<file path="src/rtl/rtlmem_cnt_rmw_pkg.sv">
// Shared types for the counter read-modify-write engine: op codes and FSM states.
package rtlmem_cnt_rmw_pkg;

  typedef enum logic [1:0] {
    OP_ADD   = 2'b00,
    OP_RD    = 2'b01,
    OP_RDCLR = 2'b10,
    OP_RSV   = 2'b11
  } op_e;

  typedef enum logic [1:0] {
    ST_INIT = 2'b00,
    ST_IDLE = 2'b01,
    ST_RD   = 2'b10,
    ST_WR   = 2'b11
  } state_e;

endpackage

</file>
<file path="src/rtl/rtlmem_cnt_rmw.sv">
// Counter statistics engine: read-modify-write on memory port A, one op per two cycles.
// state | meaning
// INIT  | memory clearing or not ready; no requests accepted
// IDLE  | ready, waiting for a request
// RD    | read issued for the latched index
// WR    | read data back; write-back/response; may accept the next op
module rtlmem_cnt_rmw
  import rtlmem_cnt_rmw_pkg::*;
#(
  parameter int G_ADDR  = 10,
  parameter int G_WIDTH = 32,
  parameter int G_DELTA = 16,
  parameter int G_SAT   = 1
) (
  input  logic               clk_a,
  input  logic               rst_n,
  input  logic               mem_clrrdy,
  input  logic               req_vld,
  output logic               req_rdy,
  input  logic [1:0]         req_op,
  input  logic [G_ADDR-1:0]  req_idx,
  input  logic [G_DELTA-1:0] req_dlt,
  output logic               rsp_vld,
  output logic [G_WIDTH-1:0] rsp_dat,
  output logic               ovf,
  output logic [G_ADDR-1:0]  memad_a,
  output logic               memre_a,
  output logic               memwe_a,
  output logic [G_WIDTH-1:0] memdi_a,
  input  logic [G_WIDTH-1:0] memdo_a
);

  state_e             state;
  op_e                op_q;
  logic [G_ADDR-1:0]  idx_q;
  logic [G_DELTA-1:0] dlt_q;
  logic [G_WIDTH:0]   add_res;
  logic               live;
  logic               in_wr;

  // MSB of the result is the carry out, kept even when the low bits saturate
  function automatic logic [G_WIDTH:0] add_sat(input logic [G_WIDTH-1:0] a,
                                               input logic [G_DELTA-1:0] d);
    logic [G_WIDTH:0] sum;
    sum = {1'b0, a} + (G_WIDTH+1)'(d);
    if (G_SAT != 0 && sum[G_WIDTH]) sum[G_WIDTH-1:0] = '1;
    return sum;
  endfunction

  assign add_res = add_sat(memdo_a, dlt_q);
  assign live    = rst_n & mem_clrrdy;
  assign in_wr   = (state == ST_WR);

  // A write still in WR when clrrdy or reset drops must not reach the memory
  assign memre_a = (state == ST_RD);
  assign memwe_a = in_wr & live & ((op_q == OP_ADD) | (op_q == OP_RDCLR));
  assign memad_a = (state == ST_RD || state == ST_WR) ? idx_q : '0;
  assign memdi_a = (op_q == OP_ADD) ? add_res[G_WIDTH-1:0] : '0;
  assign ovf     = in_wr & live & (op_q == OP_ADD) & add_res[G_WIDTH];

  always_ff @(posedge clk_a) begin
    if (!rst_n) begin
      state   <= ST_INIT;
      req_rdy <= 1'b0;
      rsp_vld <= 1'b0;
      rsp_dat <= '0;
      op_q    <= OP_ADD;
      idx_q   <= '0;
      dlt_q   <= '0;
    end else begin
      rsp_vld <= 1'b0;
      if (!mem_clrrdy) begin
        state   <= ST_INIT;
        req_rdy <= 1'b0;
      end else begin
        case (state)
          ST_INIT: begin
            state   <= ST_IDLE;
            req_rdy <= 1'b1;
          end
          ST_RD: begin
            state   <= ST_WR;
            req_rdy <= 1'b1;
          end
          default: begin
            if (state == ST_WR && op_q != OP_ADD) begin
              rsp_vld <= 1'b1;
              rsp_dat <= memdo_a;
            end
            if (req_vld && req_rdy) begin
              op_q    <= op_e'(req_op);
              idx_q   <= req_idx;
              dlt_q   <= req_dlt;
              state   <= ST_RD;
              req_rdy <= 1'b0;
            end else begin
              state   <= ST_IDLE;
              req_rdy <= 1'b1;
            end
          end
        endcase
      end
    end
  end

endmodule
</file>
<file path="config.mk">
export PLATFORM = sky130hd
export DESIGN_NAME = rtlmem_cnt_rmw
export DESIGN_NICKNAME = d
export VERILOG_FILES = /design/src/rtl/rtlmem_cnt_rmw_pkg.sv /design/src/rtl/rtlmem_cnt_rmw.sv
export SDC_FILE = /design/constraint.sdc
export NUM_CORES = 1
export LEC_CHECK = 0
export CORE_MARGIN = 2
export CORE_UTILIZATION = 49
export DETAILED_ROUTE_END_ITERATION = 8
export PLACE_DENSITY = 0.86
export SYNTH_ARGS = -nofsm -noshare
export SYNTH_HDL_FRONTEND = slang
export SYNTH_SLANG_ARGS = --single-unit
export TNS_END_PERCENT = 100
</file>
<file path="constraint.sdc">
create_clock -name clk_a -period 8.5 [get_ports clk_a]
set_input_delay 2.125 -clock clk_a [delete_from_list [all_inputs] [get_ports clk_a]]
set_output_delay 2.125 -clock clk_a [all_outputs]
set_load 0.01 [all_outputs]
</file>
Word level (Yosys, flattened, before mapping) --
Cells that the tools add are included.
Operators by class: reduce and logical (&&, ||, !) cells 11, bitwise gates (word level) 9, add/sub/neg operators 1, muxes and demuxes 8, eq/ne operators 3
Operators by type and width (number):
- $mux 32 | 2
- $add 32x16->33 | 1
- $mux 10 | 1
- $eq 2x2->1 const B | 3
- $reduce_and 3->1 | 2
- $and 1x1->1 | 5
- $logic_not 2->1 | 2
- $pmux 2 s2 | 1
- $reduce_or 4->1 | 1
- $mux 1 | 3
- $not 1->1 | 3
- $logic_and 1x1->1 | 2
- $mux 2 | 1
- $reduce_and 2->1 | 1
- $reduce_bool 2->1 | 1
- $reduce_or 2->1 | 1
- $logic_or 1x1->1 | 1
- $or 1x1->1 | 1
Word-level totals: word-level logic and storage cells 39, input bits 64, flip-flop bits (word level) 64

Depth between registers and ports, before layout --
depth in word-level cells 4, mapped depth 9

Worst setup path before layout --
No wires, ideal clock.
kind input port to output port, start point input port memdo_a[0], end point output port memdi_a[16], stages on the path 9, data required time 6.375 ns, path slack 2.112 ns, data arrival time 4.263 ns, cell sequence ha_1 > fa_1 > a211oi_1 > o211ai_2 > a21boi_1 > o31ai_1 > buf_2 > and3_1 > a211oi_1
On the way: longest elaborated chain between the ends 3
Ends and longest elaborated chain:
- start: declaration | line rtlmem_cnt_rmw.sv:30 | input logic [G_WIDTH-1:0] memdo_a
- $add 32x16->33 | line rtlmem_cnt_rmw.sv:45 | sum = {1'b0, a} + (G_WIDTH+1)'(d);
- $mux 32 | line rtlmem_cnt_rmw.sv:46 | if (G_SAT != 0 && sum[G_WIDTH]) sum[G_WIDTH-1:0] = '1;
- $mux 32 | line rtlmem_cnt_rmw.sv:58 | assign memdi_a = (op_q == OP_ADD) ? add_res[G_WIDTH-1:0] : '0;
- end: declaration | line rtlmem_cnt_rmw.sv:29 | output logic [G_WIDTH-1:0] memdi_a,
Every way passes these cells.

Worst setup path after layout --
start point input port memdo_a[0], end point output port memdi_a[15]
Same word-level chain as after synthesis.

==> impl_results.md <==
- CTS root buf: clkbuf_8
- Crit path buf inv count: 2
- Vias in the first global route: 4010
- Final period util: 0.912
- Delay of the slowest critical-path stage: 680 ps
- First-pass GRT wire length: 19.1 mm
- Crit path cell chain: clkdlybuf4s50_1, ha_1, fa_1, a211oi_1, o211ai_2, a31oi_4, a2111o_1, nand2b_1, o311a_1, clkdlybuf4s50_1
- Post-DP HPWL: 8.36 mm
- Ant diodes: 0
- Drt drc: 0
- Drt initial violations: 226
- VDD IR max: 0.0935 mV
- Number of antenna violations at the first check in global routing: 0
- Max-cap violations: 0
- Setup TNS Final: 0 ps
- IO buf count: 142
- RR Startpoint: req_rdy$_SDFF_PN0_
- Syn nets: 588
- Placer Congestion: 0.856
- Ys async rst share: 0
- Pleak: 1.99 nW
- Top Family by Delay on Critical Path: compound AO/OA/AOI/OAI gates
- R2R cell count: 3
- Die area: 0.00872 mm^2
- GRT overflow: 0
- CORE AREA: 0.00773 mm^2
- Fin area: 0.00557 mm^2
- Flop2flop setup slack: 6640 ps
- CTS buffer count: 9
- Area contributors post-synth: dfxtp_1 (32%), nand2_1 (13%), a21boi_0 (12%), ha_1 (5.1%), a21oi_1 (4.7%)
- WS Path Type: in2out
- Slowest CP cell: a2111o_1
- Hold Path Sink: idx_q[9]$_SDFFE_PN0P_
- Share of cells above drive strength 1: 0.0560
- Power per Cell Area: 123 mW/mm^2
- Die Y: 93.4 um
- Slew HR: 0.244
- Drt via density: 5.55
- Pins Over Slew Limit: 0
- FP Rows: 32
- Most frequent cells after synthesis: nand2_1 (139), dfxtp_1 (63), a21boi_0 (61), a21oi_1 (37), clkbuf_1 (20)
- CTS tree: built
- Count leader, synth: nand2_1
- Via count: 4137
- Maximum clock insertion buffer count: 2
- Fin Clk Skew: 11.0 ps
- Post-synthesis cell count: 507
- Largest net degree at the start of global routing: 63
- Final Hold Fails: 0
- H-tree Lvls: 3
- Clock transition at path regs: 80 ps
- Hold Crit Class: reg2reg
- Status: completed
- Final-report setup violation count: 0
- Placed Area: 0.00538 mm^2
- Seq/Total Area, Yosys: 0.322
- Critical Path AT: 5630 ps
- Minimum clock period: 7750 ps
- Tot Pwr: 0.684 mW
- CP Max Fanout: 22
- Fmax: 0.129 GHz
- DRT Pass-1 Iters: 7
- Die Width: 93.4 um
- Yosys cell types: 61
- Mapped Area: 0.00391 mm^2
- CTS Hold Buffers Added: 0
- Area share of the largest cell type after synthesis: 0.322
- Critical Path Source Type: input pin
- Routed wire length: 11.8 mm
- Syn Area/Cell: 7.72 um^2
- Initial core utilization: 0.506
- I/O pin total: 143
- Main synth FF type: dfxtp_1
- Crit-path most repeated cell: clkdlybuf4s50_1
- RSZ-0062 raised after global routing: no
- Crit Reg-Reg Endpoint: dlt_q[1]$_SDFFE_PN0P_
- Layout Nets: 719
- Synth area leader: dfxtp_1
- Worst EP required: 6380 ps
- Worst-Margin Slew: 1130 ps
- CTS sink count: 63
- Hold depth: 2
- Routed Antenna Nets: 0
- Synthesis warning total: 0
- Synthesized flop and latch total: 63
- Routed length per placed instance: 15.9 um
- Clk Latency, worst-skew pair: 350 ps
- Post-CTS Setup Repair Bufs: 0
- CP endpoint kind: output port
- Fill count: 619
- Tot GR Track Use: 0.273
- Hold Crit Start: idx_q[9]$_SDFFE_PN0P_
- EDFF count, synth: 0
- Post-CTS resize count: 0
- Area Overhead vs Synth: 42.2%
-- per-stage QoR --
stage	cells	hold WS [ps]	util	worst slack, ps
after detailed placement	729	457	0.696	791
after CTS	745	468	0.720	762
after floorplan	507	439	-	2110
after global routing	745	488	0.720	524
final	745	465	0.720	747
after global placement	729	451	0.696	838
-- where the power goes --
part	leakage [nW]	switching, mW	internal, mW
Combinational	1.39	0.0609	0.0728
Sequential	0.508	0.00224	0.298
Clock	0.0890	0.127	0.122
-- cell type report --
cell class                      count  area (um^2)  area share
Multi-Input combinational cell    409         2520       0.452
Timing Repair Buffer              145         1440       0.259
Sequential cell                    63         1260       0.227
Clock buffer                       12          155      0.0279
Tap cell                          102          128      0.0229
Inverter                           10         37.5     0.00674
Clock inverter                      4         28.8     0.00517
-- worst register-to-register path: cells and delay by family, from the launching register on --
family	cells	cell delay, ps
and+or+nand+nor	2	1160
DFF	1	440
AOI/OAI and AO/OA	1	130
-- per-layer routing --
metal  vias to the layer above  track usage  routed length (um)
met5                         -            0                   0
met4                         0       0.0772                 163
met3                        18       0.0580                 884
met2                       162        0.474                5730
met1                      1904        0.341                5030
li1                       2053            -                   -
-- registers in the layout, summed over array words and instances, names as in the netlist, named ones only --
name / flops
rsp_dat: 32
op_q: 2
idx_q: 10
req_rdy: 1
rsp_vld: 1
dlt_q: 16
-- worst max-delay path by stage --
stage / startpoint / end / slack (ps) / cells past startpoint
floorplan: memdo_a[0] / memdi_a[16] / 2110 / 9
global placement: memdo_a[0] / memdi_a[15] / 840 / 10
detailed placement: memdo_a[0] / memdi_a[15] / 790 / 10
CTS: memdo_a[0] / memdi_a[15] / 760 / 10
global route: memdo_a[0] / memdi_a[25] / 520 / 10
finish: memdo_a[0] / memdi_a[15] / 750 / 10
-- cells by family after synthesis --
kind of cell | after synthesis | synth area share
and+or+nand+nor | 220 | 0.258
AOI/OAI and AO/OA | 159 | 0.298
DFF | 63 | 0.322
buffers and inverters | 35 | 0.0361
adders and majority gates | 17 | 0.0563
xor gates and xnor gates | 12 | 0.0269
muxes | 1 | 0.00256
-- cell usage in the layout (no fill, tap or decap), drive strengths merged, types with 12 or more instances in the layout --
cell | synthesis | routed
nor2 | 14 | 14
dfxtp | 63 | 63
clkbuf | 20 | 12
a21boi | 62 | 62
nor3 | 12 | 12
nand2 | 139 | 139
clkdlybuf4s50 | 0 | 141
a21oi | 39 | 39
and2 | 18 | 18
ha | 16 | 16
(Power assumes the default switching activity.)
